### src/rtl/bcd_pkg.sv
// Shared types and BCD constants for the digit-serial BCD subtractor.
package bcd_pkg;

  typedef enum logic [1:0] {IDLE, CMP, SUB, DONE} state_t;

  localparam logic [3:0] BCD_MAX  = 4'd9;
  localparam logic [3:0] BCD_BASE = 4'd10;

  function automatic logic is_bcd(input logic [3:0] digit);
    return (digit <= BCD_MAX);
  endfunction

endpackage

### src/rtl/bcd_digit_sub.sv
// Single-digit BCD subtract: d = x - y - bin, wrapped into 0..9 with borrow out.
// Purely combinational (zero latency), no flow control.
module bcd_digit_sub
  import bcd_pkg::*;
(
  input  logic [3:0] x,
  input  logic [3:0] y,
  input  logic       bin,
  output logic [3:0] d,
  output logic       bout
);

  logic [4:0] w_raw;

  always_comb begin
    w_raw = {1'b0, x} - {1'b0, y} - {4'b0000, bin};
    bout  = w_raw[4];
    // A negative raw result wraps mod 16, so adding ten lands back in 0..9.
    d     = w_raw[3:0] + (w_raw[4] ? BCD_BASE : 4'd0);
  end

endmodule

### src/rtl/bcd_sub_seq.sv
// Digit-serial |a-b| in packed BCD: MSD-first magnitude compare, then LSD-first borrow-chain subtract.
// Latency k+NDIG+1 cycles (1 on bad input); result holds in DONE until out_ready, operands accepted only in IDLE.
module bcd_sub_seq
  import bcd_pkg::*;
#(
  parameter int NDIG = 4
) (
  input  logic              clk,
  input  logic              rst_n,
  input  logic              in_valid,
  output logic              in_ready,
  input  logic [4*NDIG-1:0] a,
  input  logic [4*NDIG-1:0] b,
  output logic              out_valid,
  input  logic              out_ready,
  output logic [4*NDIG-1:0] diff,
  output logic              neg,
  output logic              err,
  output logic              busy
);

  localparam int            W    = 4 * NDIG;
  localparam int            IW   = (NDIG > 1) ? $clog2(NDIG) : 1;
  localparam logic [IW-1:0] LAST = IW'(NDIG - 1);

  state_t        r_state;
  state_t        w_next;
  logic [W-1:0]  r_a;
  logic [W-1:0]  r_b;
  logic [W-1:0]  r_diff;
  logic [IW-1:0] r_idx;
  logic          r_borrow;
  logic          r_neg;
  logic          r_err;
  logic          r_out_valid;

  logic          w_accept;
  logic          w_handshake;
  logic          w_in_err;
  logic [3:0]    w_a_dig;
  logic [3:0]    w_b_dig;
  logic [3:0]    w_x;
  logic [3:0]    w_y;
  logic [3:0]    w_d;
  logic          w_bout;

  assign in_ready    = (r_state == IDLE);
  assign busy        = (r_state != IDLE);
  assign out_valid   = r_out_valid;
  assign diff        = r_diff;
  assign neg         = r_neg;
  assign err         = r_err;
  assign w_accept    = in_valid && in_ready;
  assign w_handshake = r_out_valid && out_ready;

  always_comb begin
    w_in_err = 1'b0;
    for (int i = 0; i < NDIG; i++) begin
      if (!is_bcd(a[4*i +: 4]) || !is_bcd(b[4*i +: 4])) w_in_err = 1'b1;
    end
  end

  // Digit select for the shared compare/subtract datapath.
  always_comb begin
    w_a_dig = 4'd0;
    w_b_dig = 4'd0;
    for (int i = 0; i < NDIG; i++) begin
      if (IW'(i) == r_idx) begin
        w_a_dig = r_a[4*i +: 4];
        w_b_dig = r_b[4*i +: 4];
      end
    end
  end

  assign w_x = r_neg ? w_b_dig : w_a_dig;
  assign w_y = r_neg ? w_a_dig : w_b_dig;

  bcd_digit_sub u_digit_sub (
    .x    (w_x),
    .y    (w_y),
    .bin  (r_borrow),
    .d    (w_d),
    .bout (w_bout)
  );

  always_ff @(posedge clk or negedge rst_n) begin
    if (!rst_n) r_state <= IDLE;
    else        r_state <= w_next;
  end

  always_comb begin
    w_next = r_state;
    case (r_state)
      IDLE: if (w_accept) w_next = w_in_err ? DONE : CMP;
      CMP:  if ((w_a_dig != w_b_dig) || (r_idx == '0)) w_next = SUB;
      SUB:  if (r_idx == LAST) w_next = DONE;
      DONE: if (w_handshake) w_next = IDLE;
      default: w_next = IDLE;
    endcase
  end

  always_ff @(posedge clk or negedge rst_n) begin
    if (!rst_n) begin
      r_a         <= '0;
      r_b         <= '0;
      r_diff      <= '0;
      r_idx       <= '0;
      r_borrow    <= 1'b0;
      r_neg       <= 1'b0;
      r_err       <= 1'b0;
      r_out_valid <= 1'b0;
    end else begin
      // Registered from the state, so valid appears one cycle after entering DONE.
      r_out_valid <= (r_state == DONE) && !w_handshake;
      case (r_state)
        IDLE: begin
          if (w_accept) begin
            r_a      <= a;
            r_b      <= b;
            r_diff   <= '0;
            r_neg    <= 1'b0;
            r_err    <= w_in_err;
            r_idx    <= LAST;
            r_borrow <= 1'b0;
          end
        end
        CMP: begin
          if (w_a_dig != w_b_dig) begin
            r_neg <= (w_a_dig < w_b_dig);
            r_idx <= '0;
          end else if (r_idx == '0) begin
            r_neg <= 1'b0;
            r_idx <= '0;
          end else begin
            r_idx <= r_idx - 1'b1;
          end
        end
        SUB: begin
          for (int i = 0; i < NDIG; i++) begin
            if (IW'(i) == r_idx) r_diff[4*i +: 4] <= w_d;
          end
          r_borrow <= w_bout;
          r_idx    <= (r_idx == LAST) ? '0 : r_idx + 1'b1;
        end
        default: ;
      endcase
    end
  end

  // Larger minus smaller magnitude can never borrow out of the top digit.
  a_no_final_borrow: assert property (@(posedge clk) disable iff (!rst_n)
    (r_state == SUB && r_idx == LAST) |-> !w_bout);

  a_valid_ready_excl: assert property (@(posedge clk) disable iff (!rst_n)
    !(out_valid && in_ready));

endmodule
### config.mk
export PLATFORM = sky130hd
export DESIGN_NAME = bcd_sub_seq
export DESIGN_NICKNAME = d
export VERILOG_FILES = /design/src/rtl/bcd_pkg.sv /design/src/rtl/bcd_digit_sub.sv /design/src/rtl/bcd_sub_seq.sv
export SDC_FILE = /design/constraint.sdc
export NUM_CORES = 1
export LEC_CHECK = 0
export ABC_AREA = 1
export BUFFER_PORTS_ARGS = -buffer_cell sky130_fd_sc_hd__buf_2
export CORE_MARGIN = 5
export CORE_UTILIZATION = 47
export CTS_BUF_LIST = sky130_fd_sc_hd__clkbuf_4 sky130_fd_sc_hd__clkbuf_8
export CTS_CLUSTER_DIAMETER = 120
export CTS_CLUSTER_SIZE = 14
export DETAILED_ROUTE_END_ITERATION = 12
export GPL_ROUTABILITY_DRIVEN = 0
export PLACE_DENSITY_LB_ADDON = 0.25
export SKIP_CTS_REPAIR_TIMING = 1
export SYNTH_ARGS = -nofsm -noshare
export SYNTH_HDL_FRONTEND = slang
export SYNTH_HIERARCHICAL = 1
export SYNTH_SLANG_ARGS = --single-unit
### constraint.sdc
create_clock -name clk -period 4.55 [get_ports clk]
set_input_delay 0.2275 -clock clk [delete_from_list [all_inputs] [get_ports clk]]
set_output_delay 0.2275 -clock clk [all_outputs]
set_load 0.01 [all_outputs]
* After elaboration in Yosys (flattened, before gate mapping) *
Index checks and enable logic that the tools add are counted.

cells by class
  order comparisons = 9
  reductions and logical operators = 32
  eq/ne operators = 17
  muxes and demuxes = 37
  add/subtract/negate cells = 5

operator list
  cell                  count
  $mux W4               15
  $le A4 B4 Y1 const B  8
  $pmux W16 S2          1
  $mux W2               9
  $mux W16              1
  $reduce_and A3 Y1     5
  $ne A2 B2 Y1 const B  7
  $logic_not A1 Y1      9
  $pmux W2 S4           1
  $mux W1               7
  $eq A2 B2 Y1 const B  3
  $pmux W2 S3           1
  $reduce_and A2 Y1     3
  $reduce_bool A2 Y1    3
  $logic_or A1 B1 Y1    5
  $sub A4 B4 Y5         1
  $sub A5 B1 Y5         1
  $add A4 B4 Y4         1
  $eq A2 B2 Y1 const A  2
  $logic_not A2 Y1      2
  $lt A4 B4 Y1          1
  $ne A4 B4 Y1          1
  $pmux W1 S2           2
  $reduce_and A4 Y1     1
  other kinds (8)       10

storage, ports and cells
  output and inout port bits = 21
  input bits = 36
  bits in registers = 56
  logic and storage cells = 112

* Logic depth before layout (Yosys ltp) *
Gate-level depths: netlist of run 1.

  word-level depth = 12
  depth in mapped cells = 27
  mapped depth without buffers = 27

* Hierarchy *
Netlist of run 1, hierarchy kept.

by module, submodules not included
  module         area an instance (µm²)  cells an instance  times used  sequential area each (µm²)
  bcd_sub_seq    2932.8                  383                1           1401.3
  bcd_digit_sub  306.5                   49                 1           0.0

* Worst setup path before layout of run 1 *
No wires, ideal clock.

  path type = flip-flop to flip-flop
  start = register r_idx[0]
  end = register r_diff[11] (netlist: diff[11])
  arrival time = 3.422 ns
  buffers on the path = 0
  slack = 1.045 ns
  setup time = 0.083 ns
  required time = 4.467 ns
  period minus slack after synthesis = 3.505 ns
  cell stages (with the launch flop) = 28
  cell sequence = dfrtp_1 inv_1 ha_1 inv_2 nor2_8 nand2_2 and2_4 o21ai_2 nand2_1 nand2_1 inv_1 fa_1 fa_1 inv_1 nand2_2 nand2_2 nand2_1 nand2_1 nand2_1 nor2_1 ha_1 xor2_1 nand2_1 nand2_1 nand2_1 nand2_1 nand2_1 o21ai_0

between the ends
  word-level cells in the longest chain between the ends = 12
  elaborated cells between the ends (all ways) = 22
  classes of those cells = add/sub (3); eq/ne (4); mux (13); reduce/logical (2)

RTL lines
  element                        line                 RTL
  start, declared                bcd_sub_seq.sv:31    logic [IW-1:0] r_idx;
  start signal, assigned         bcd_sub_seq.sv:135   r_idx <= r_idx - 1'b1;
  start signal, assigned         bcd_sub_seq.sv:143   r_idx <= (r_idx == LAST) ? '0 : r_idx + 1'b1;
  $logic_not A2 Y1               bcd_sub_seq.sv:68    if (IW'(i) == r_idx) begin
  $mux W4 (4 in series)          bcd_sub_seq.sv:68
  $mux W4 (*)                    bcd_sub_seq.sv:76    assign w_y = r_neg ? w_a_dig : w_b_dig;
  net w_y[0]                     bcd_sub_seq.sv:43    logic [3:0] w_y;
  $sub A4 B4 Y5 (*)              bcd_digit_sub.sv:16  w_raw = {1'b0, x} - {1'b0, y} - {4'b0000, bin};
  $sub A5 B1 Y5 (*)              bcd_digit_sub.sv:16
  $mux W4                        bcd_digit_sub.sv:19  d = w_raw[3:0] + (w_raw[4] ? BCD_BASE : 4'd0);
  $add A4 B4 Y4 (*)              bcd_digit_sub.sv:19
  net w_d[3]                     bcd_sub_seq.sv:44    logic [3:0] w_d;
  $mux W4 (*)                    bcd_sub_seq.sv:140   if (IW'(i) == r_idx) r_diff[4*i +: 4] <= w_d;
  $pmux W16 S2 (*)               bcd_sub_seq.sv:115   case (r_state)
  end signal, assigned by index  bcd_sub_seq.sv:140
  end, declared                  bcd_sub_seq.sv:30    logic [W-1:0] r_diff;

The timed path passes the listed nets; every way through them passes the cells marked *. The select of a mux whose other input is x is not followed.
A chain may end at the register's enable or synchronous reset.

* Final worst setup path of run 1 *
  start = register r_idx[1]
  end = register r_diff[11] (netlist: diff[11])

The elaborated chain is that of the path after synthesis.

==> key figures, run 1 <==
Clock tree
  • Clk pin slew, worst setup/hold paths: 0.10 ns
  • CTS tree: done
  • CTS Buf Count: 5
  • Insertion delay to the later sink of the worst-skew pair: 0.31 ns
  • Max H-tree Level: 2
  • Clock buffer depth: 2
  • CTS Sinks: 56
  • Root Buffer: clkbuf_8

Routing
  • DRC viols: 0
  • Antenna Nets Post-Route: 0
  • Initial drt markers: 92
  • WL/cell: 13.4 µm
  • Routed vias: 2830
  • First-pass DRT Iterations: 4
  • DR vias/cell: 5.01
  • Overall routed net length: 7580 µm

Status
  • Outcome: finished clean

Timing
  • Worst Tran Pin Value: 0.901 ns
  • RSZ-0062 raised after global routing: no
  • Final period utilization: 88.2%
  • Max_slew headroom: 39.6%
  • Final count of negative-setup-slack endpoints: 0
  • Hold Violations, Final: 0
  • Final Slew Violations: 0
  • Clk_skew: 0.00716 ns
  • Crit path time final: 4.01 ns
  • Setup TNS: 0 ns
  • F_max: 249 MHz

Die
  • FP Rows: 30
  • Ports: 57
  • Starting Density: 47.9%
  • Die Ht: 93.0 µm
  • Die W: 93.0 µm
  • Core area: 6760 µm²
  • DIE AREA: 8650 µm²

Synth
  • Largest family of logic cells by synthesized area: simple AND/OR/NAND/NOR gates
  • Leading post-synthesis cells by cell area: dfrtp_1 43%, nand2_1 23%, ha_1 8.1%, o21ai_0 5.1%, inv_1 4.2%
  • Synthesized area per cell: 7.50 µm²
  • Syn Std Cell Area: 3240 µm²
  • Post-synthesis adder-cell area fraction: 9.35%
  • Cell variety after synth: 29
  • Mapped Nets: 491
  • Synth top area share: 43.3%
  • Post-synthesis compound-gate area fraction: 10.3%
  • Synth area leader: dfrtp_1
  • Synthesized instance count: 432
  • Synth Area in Simple Gates: 29.0%
  • Xor/xnor share of the synthesized area: 0.811%
  • Multiplexer share of the synthesized area: 0%
  • Synthesis warning total: 6
  • Seq/Total Area, Yosys: 43.3%
  • Synth Register Bits: 56

Critical path
  • Crit Path Class: reg -> reg
  • Crit path top cell by count: nand2_1
  • Slowest cell on the critical path: fa_1
  • Critical Path RT: 4.78 ns
  • Crit path DAT: 4.25 ns
  • Critical Path Sink Type: flop
  • Startpoint types: flop
  • Max incr delay on CP: 0.46 ns
  • CP Max Fanout: 8

GRT
  • First-pass GRT wire length: 12700 µm
  • Vias in the first global route: 2682
  • Initial antenna violation count: 0
  • Tot GR Track Use: 18.4%
  • Total gr overflow: 0
  • Largest net degree at the start of global routing: 57

Final layout
  • Layout cells sized above 1: 17.3%
  • Fill count: 667
  • Layout Area Growth over Synthesis: 12.5%
  • # nets final: 543
  • N_diodes: 0

Worst hold path
  • Hold Crit Class: in -> async

Place
  • Count of buffers from port buffering: 56
  • HPWL Detailed: 5810 µm

Run
  • Max cap viols: 0
-- cells in the mapped netlist, drive strengths merged --
library cell / count
a21oi: 14
or2: 1
nand3: 10
a21o: 1
dfrtp: 56
xnor2: 1
clkinv: 1
o21ai: 40
clkbuf: 3
xor2: 2
nor2: 17
inv: 41
buf: 9
and2: 1
ha: 21
a22oi: 2
o211ai: 3
nand2: 207
fa: 2
-- flip-flops by register name, indices dropped and copies added (netlist names) --
register,flops
out_valid,1
r_borrow,1
err,1
r_idx,2
r_a,16
neg,1
r_state,2
r_b,16
diff,16
-- cell families (layout without fill, tap and decap cells) --
| family | Yosys count | in the layout |
|---|---|---|
| compound gates | 60 | 60 |
| xor+xnor | 3 | 3 |
| fa+ha+maj | 23 | 23 |
| buf+inv | 54 | 107 |
| flops | 56 | 56 |
| simple gates | 236 | 236 |
-- routing by layer --
metal,global-route usage (%),part of all wire [%],vias to the layer above
met3,3.22,5.4,13
li1,-,-,1446
met5,0,0,-
met1,24.8,46,1297
met4,6.11,2.3,0
met2,30.0,47,74
-- final cells by class --
| cell class | count | area (µm²) | share of cell area (%) |
|---|---|---|---|
| Inverter | 42 | 158 | 4.33 |
| Clock inverter | 2 | 16.3 | 0.446 |
| Tap cell | 80 | 100 | 2.75 |
| Multi-Input combinational cell | 322 | 1610 | 44.0 |
| Sequential cell | 56 | 1400 | 38.4 |
| Timing Repair Buffer | 57 | 288 | 7.90 |
| Clock buffer | 6 | 76.3 | 2.09 |
-- critical path, delay by kind of cell (launching register included) --
kind,cells,cell delay [ns]
fa+ha+maj,4,1.50
simple gates,14,1.10
compound gates,3,0.46
flops,1,0.44
buf+inv,3,0.25
xor+xnor,1,0.18
-- path summary, 6_finish.rpt --
kind | start | end | slack, ns | cells past startpoint
setup / recovery | r_idx[1] | diff[11] | 0.54 | 25
hold / removal | rst_n | r_b[15] | 0.04 | 2
setup reg to reg | r_idx[1] | diff[11] | 0.54 | 25
hold reg to reg | err | err | 0.48 | 2
max in group asynchronous | rst_n | diff[10] | 4.02 | 2
min in group clk | a[8] | r_a[8] | 0.11 | 3
-- per-stage QoR --
stage	std cells	setup slack [ns]	hold WS (ns)	area, µm²	util (%)
CTS	565	0.447	0.0746	3640	53.9
finish	565	0.536	0.0387	3640	53.9
global placement	557	0.752	0.409	3550	52.5
detailed placement	557	0.518	0.414	3550	52.5
floorplan	432	1.05	-0.0681	3240	-
global route	565	0.0793	0.0963	3640	53.9
-- cells in the final DEF (no fill, tap or decap) --
| master | n |
|---|---|
| clkinv_4 | 1 |
| o21ai_1 | 4 |
| clkinvlp_4 | 1 |
| xnor2_1 | 1 |
| and2_4 | 1 |
| nand2_1 | 202 |
| a21oi_1 | 12 |
| nor2_8 | 1 |
| nand2_2 | 4 |
| a21oi_2 | 2 |
| nand3_1 | 10 |
| clkbuf_8 | 5 |
| o211ai_1 | 3 |
| o21ai_0 | 33 |
| nand2_4 | 1 |
| inv_1 | 36 |
| dfrtp_1 | 56 |
| ha_1 | 20 |
| clkbuf_4 | 1 |
| nor2_1 | 16 |
| o21ai_2 | 3 |
| fa_1 | 2 |
| clkinv_1 | 1 |
| inv_2 | 5 |
| or2_2 | 1 |
| ha_2 | 1 |
| buf_2 | 56 |
| a21o_1 | 1 |
| a22oi_1 | 2 |
| xor2_1 | 2 |
| buf_4 | 1 |
Power of run 1 is not shown: default switching activity piles up to over one toggle a cycle in this logic, so the estimate is an artifact.
==> inputs of run 2 (changes only) <==
--- a/config.mk
+++ b/config.mk
@@ -9,3 +9,2 @@
 export BUFFER_PORTS_ARGS = -buffer_cell sky130_fd_sc_hd__buf_2
-export CORE_MARGIN = 5
 export CORE_UTILIZATION = 47
@@ -16,3 +15,3 @@
 export GPL_ROUTABILITY_DRIVEN = 0
-export PLACE_DENSITY_LB_ADDON = 0.25
+export PLACE_DENSITY = 0.67
 export SKIP_CTS_REPAIR_TIMING = 1
--- a/constraint.sdc
+++ b/constraint.sdc
@@ -3,2 +3,2 @@
 set_output_delay 0.2275 -clock clk [all_outputs]
-set_load 0.01 [all_outputs]
+set_load 0.005 [all_outputs]
==> run 2 against run 1 <==
  * Register-to-register slack got worse by 0.05 ns
  * Flip-flop and latch count unchanged
  * Worst setup slack lost 0.045 ns
  * Fmax down 1.1%
  * Non-clock buffer count did not move
  * Highest routed layer unchanged
==> key figures, run 2 (synthesized netlist as in run 1, its figures left out) <==
GRT
  • Initial antenna violation count: 0 (unchanged)
  • Vias in the first global route: 2736 (+2.0%)
  • Total gr overflow: 0 (unchanged)
  • First-pass GRT wire length: 12800 µm (+0.98%)
  • Largest net degree at the start of global routing: 57 (unchanged)
  • Tot GR Track Use: 22.7% (+4.3 points)

Critical path
  • Crit Path Class: reg -> reg
  • Critical Path Sink Type: flop
  • Critical Path RT: 4.79 ns (about the same)
  • Startpoint types: flop
  • Worst r2r path cells: 25 (unchanged)
  • Crit path DAT: 4.30 ns (+0.05 ns)
  • Register-to-register setup slack: 0.49 ns (-0.05 ns)
  • CP delay by family, top: adder cells
  • Reg2reg end: diff[3]
  • Max incr delay on CP: 0.47 ns (about the same)
  • CP Buf/Inv Count: 3 (unchanged)
  • Slowest cell on the critical path: fa_1
  • Crit path top cell by count: nand2_1
  • CP Max Fanout: 8 (unchanged)
  • RR Startpoint: r_idx[1]

Routing
  • Routed vias: 2866 (+1.3%)
  • Overall routed net length: 7450 µm (-1.7%)
  • DR vias/cell: 5.11 (+2.0%)
  • First-pass DRT Iterations: 5 (+1)
  • Initial drt markers: 141 (+53%)
  • DRC viols: 0 (unchanged)
  • WL/cell: 13.3 µm (-0.99%)
  • Antenna Nets Post-Route: 0 (unchanged)

Worst hold path
  • Hold Crit Class: in -> async

Timing
  • Crit path time final: 4.06 ns (+0.0450 ns)
  • Worst Tran Pin Value: 0.891 ns (-0.00915 ns)
  • Clk_skew: 0.00735 ns (+0.000190 ns)
  • Final count of negative-setup-slack endpoints: 0 (unchanged)
  • Final period utilization: 89.2% (+0.99 points)
  • Hold Violations, Final: 0 (unchanged)
  • Setup TNS: 0 ns (unchanged)
  • Max_slew headroom: 40.2% (+0.61 points)
  • Final Slew Violations: 0 (unchanged)
  • RSZ-0062 raised after global routing: no
  • F_max: 246 MHz (-1.1%)

Run
  • Max cap viols: 0 (unchanged)

Final layout
  • Multi-input gate area: 1610 µm² (unchanged)
  • Most frequent cells in the layout: 202 x nand2_1, 56 x dfrtp_1, 56 x buf_2
  • Commonest non-fill, non-tap cell in the layout: nand2_1
  • # nets final: 543 (unchanged)
  • Layout Area Growth over Synthesis: 13.5%
  • Register area: 1400 µm² (unchanged)
  • Layout cells sized above 1: 17.1% (-0.17 points)
  • N_diodes: 0 (unchanged)
  • Fill count: 631 (-5.4%)

Clock tree
  • CTS Sinks: 56 (unchanged)
  • Clock buffer depth: 2 (unchanged)
  • CTS Buf Count: 5 (unchanged)
  • Insertion delay to the later sink of the worst-skew pair: 0.32 ns (about the same)
  • Root Buffer: clkbuf_8
  • CTS tree: done
  • Max H-tree Level: 2 (unchanged)
  • Clk pin slew, worst setup/hold paths: 0.10 ns (about the same)

Die
  • Ports: 57 (unchanged)
  • Core area: 6490 µm² (-3.9%)
  • Die Ht: 85.0 µm (-8.6%)
  • Starting Density: 49.9% (+1.9 points)
  • Die W: 85.0 µm (-8.6%)
  • FP Rows: 29 (-3.3%)
  • DIE AREA: 7230 µm² (-16%)

Place
  • Count of buffers from port buffering: 56 (unchanged)
  • HPWL Detailed: 5670 µm (-2.3%)

Status
  • Outcome: finished clean
==> run 2: metrics by stage <==
stage | instance area [µm²] | hold WS [ns] | util [%] | std cells | setup slack (ns)
global placement | 3550 | 0.410 | 54.6 | 554 | 0.746
detailed placement | 3550 | 0.416 | 54.6 | 554 | 0.512
floorplan | 3240 | -0.0681 | - | 432 | 1.05
global route | 3680 | 0.0963 | 56.6 | 561 | 0.0372
finish | 3680 | 0.0261 | 56.6 | 561 | 0.491
CTS | 3670 | 0.0662 | 56.6 | 561 | 0.467
==> run 2: worst max-delay path by stage <==
stage	from	end	slack, ns	depth (start not counted)
floorplan	r_idx[0]	diff[11]	1.05	27
global placement	r_idx[0]	diff[15]	0.75	25
detailed placement	r_idx[0]	diff[3]	0.51	25
CTS	r_idx[0]	diff[7]	0.47	25
global route	r_idx[1]	diff[11]	0.04	25
finish	r_idx[1]	diff[3]	0.49	25
==> run 2: area by class of cell <==
cell class	count	area share (%)
clock buffers	5	1.87
clock inverters	2	1.63
inverters	42	4.29
multi-input cells	322	43.7
flip-flops and latches	56	38.1
well taps	77	2.62
repair buffers	57	7.83
==> run 2: routing by layer <==
metal  routed length (µm)  track usage (%)  up-vias
met1                 3610             30.9     1358
met4                  112             7.40        0
li1                     -                -     1453
met2                 3510             37.0       44
met5                    0                0        -
met3                  218             3.70       11
Power of run 2 is left out for the same reason.
==> inputs of run 3 (changes only) <==
RECOVER_POWER = 50   (was unset)
==> run 3 against run 2 <==
  * Worst setup slack lost 0.0011 ns
  * Die area stayed put
  * Largest cell class unchanged
  * The run now ends with max-capacitance violations, max-slew violations left
  * Count of clock-buffer cells in the layout is the same
==> key figures, run 3 (synthesized netlist as in run 1, its figures left out) <==
Clock tree
  • Clock buffer depth: 2 (unchanged)
  • CTS Sinks: 56 (unchanged)
  • CTS tree: done
  • Clk pin slew, worst setup/hold paths: 0.10 ns (about the same)
  • Root Buffer: clkbuf_8
  • Max H-tree Level: 2 (unchanged)
  • Insertion delay to the later sink of the worst-skew pair: 0.32 ns (about the same)
  • CTS Buf Count: 5 (unchanged)

Timing
  • F_max: 246 MHz (about the same)
  • Final period utilization: 89.2% (about the same)
  • Max_slew headroom: -99.8% (-140 points)
  • Final count of negative-setup-slack endpoints: 0 (unchanged)
  • Setup TNS: 0 ns (unchanged)
  • Crit path time final: 4.06 ns (+0.00105 ns)
  • Final Slew Violations: 57 (+57)
  • Hold Violations, Final: 0 (unchanged)
  • Worst Tran Pin Value: 3.00 ns (+2.11 ns)
  • RSZ-0062 raised after global routing: no
  • Clk_skew: 0.00697 ns (-0.000385 ns)

Critical path
  • Crit path DAT: 4.30 ns (about the same)
  • Crit Path Class: reg -> reg
  • CP Max Fanout: 8 (unchanged)
  • Crit path top cell by count: nand2_1
  • Slowest cell on the critical path: fa_1
  • Critical Path RT: 4.79 ns (about the same)
  • Critical Path Sink Type: flop
  • Startpoint types: flop
  • Register-to-register setup slack: 0.49 ns (about the same)
  • Max incr delay on CP: 0.47 ns (about the same)

Routing
  • Initial drt markers: 155 (+9.9%)
  • First-pass DRT Iterations: 5 (unchanged)
  • Met3 Routed Length: 238 µm (+9.2%)
  • Wire length on met2: 3510 µm (about the same)
  • Overall routed net length: 7440 µm (-0.11%)
  • DRC viols: 0 (unchanged)
  • Routed vias: 2895 (+1.0%)
  • DR vias/cell: 5.16 (+1.0%)
  • WL/cell: 13.3 µm (-0.11%)
  • Antenna Nets Post-Route: 0 (unchanged)
  • Top routing layer used: met4
  • WL met1: 3580 µm (-0.80%)

Die
  • DIE AREA: 7230 µm² (unchanged)
  • Core area: 6490 µm² (unchanged)
  • Die W: 85.0 µm (unchanged)
  • Die Ht: 85.0 µm (unchanged)
  • Starting Density: 49.9% (unchanged)
  • Ports: 57 (unchanged)
  • FP Rows: 29 (unchanged)

Final layout
  • Layout cells sized above 1: 16.3% (-0.83 points)
  • Register area: 1400 µm² (unchanged)
  • N_diodes: 0 (unchanged)
  • Layout Area Growth over Synthesis: 13.3%
  • Fill count: 629 (-0.32%)
  • # nets final: 543 (unchanged)
  • Most frequent cells in the layout: 202 x nand2_1, 56 x dfrtp_1, 53 x buf_2
  • Multi-input gate area: 1610 µm² (unchanged)
  • Commonest non-fill, non-tap cell in the layout: nand2_1

GRT
  • Total gr overflow: 0 (unchanged)
  • Tot GR Track Use: 22.7% (unchanged)
  • Initial antenna violation count: 0 (unchanged)
  • First-pass GRT wire length: 12800 µm (unchanged)
  • Vias in the first global route: 2736 (unchanged)
  • Largest net degree at the start of global routing: 57 (unchanged)

Place
  • Count of buffers from port buffering: 56 (unchanged)
  • HPWL Detailed: 5670 µm (unchanged)

Run
  • Max cap viols: 1 (+1)

Status
  • Outcome: complete, but fails checks
  • Failing checks: max-capacitance violations, max-slew violations

Worst hold path
  • Hold Crit Class: in -> reg
[run 3: changes by cell type in the layout (fill, tap and decap cells not counted)]
cell      previous run  this run
clkbuf_1             0         4
buf_2               56        53
buf_4                1         0
[run 3: cell type report]
| cell class | count | share of cell area (%) |
|---|---|---|
| inverters | 42 | 4.30 |
| well taps | 77 | 2.63 |
| repair buffers | 57 | 7.64 |
| multi-input cells | 322 | 43.7 |
| clock inverters | 2 | 1.64 |
| clock buffers | 5 | 1.88 |
| flip-flops and latches | 56 | 38.2 |
[run 3: final timing paths]
check | start | cells past startpoint | end
worst max-delay path | r_idx[1] | 25 | diff[3]
worst min-delay path | b[0] | 3 | r_b[0]
worst max register to register | r_idx[1] | 25 | diff[3]
worst min register to register | diff[13] | 2 | diff[13]
max in group asynchronous | rst_n | 2 | r_a[0]
min in group asynchronous | rst_n | 2 | r_b[1]
[run 3: layer usage]
| metal | vias to the layer above | track usage [%] |
|---|---|---|
| met1 | 1374 | 30.9 |
| met3 | 11 | 3.70 |
| met5 | - | 0 |
| li1 | 1453 | - |
| met4 | 0 | 7.40 |
| met2 | 57 | 37.0 |
[run 3: critical path, delay by kind of cell (launching register included)]
kind / cells / cell delay [ns]
fa+ha+maj: 4 / 1.51
simple gates: 14 / 1.13
compound gates: 3 / 0.46
flops: 1 / 0.44
buf+inv: 3 / 0.25
xor+xnor: 1 / 0.17
[run 3: through the flow]
| stage | hold WS, ns | setup WS (ns) | cell area [µm²] | utilization, % | instances |
|---|---|---|---|---|---|
| 6_report | 0.0958 | 0.490 | 3670 | 56.5 | 561 |
| 5_1_grt | 0.0963 | 0.0372 | 3670 | 56.5 | 561 |
| 4_1_cts | 0.0662 | 0.467 | 3670 | 56.6 | 561 |
| 3_5_place_dp | 0.416 | 0.512 | 3550 | 54.6 | 554 |
| 3_3_place_gp | 0.410 | 0.746 | 3550 | 54.6 | 554 |
| 2_1_floorplan | -0.0681 | 1.05 | 3240 | - | 432 |
Power of run 3 is left out for the same reason.
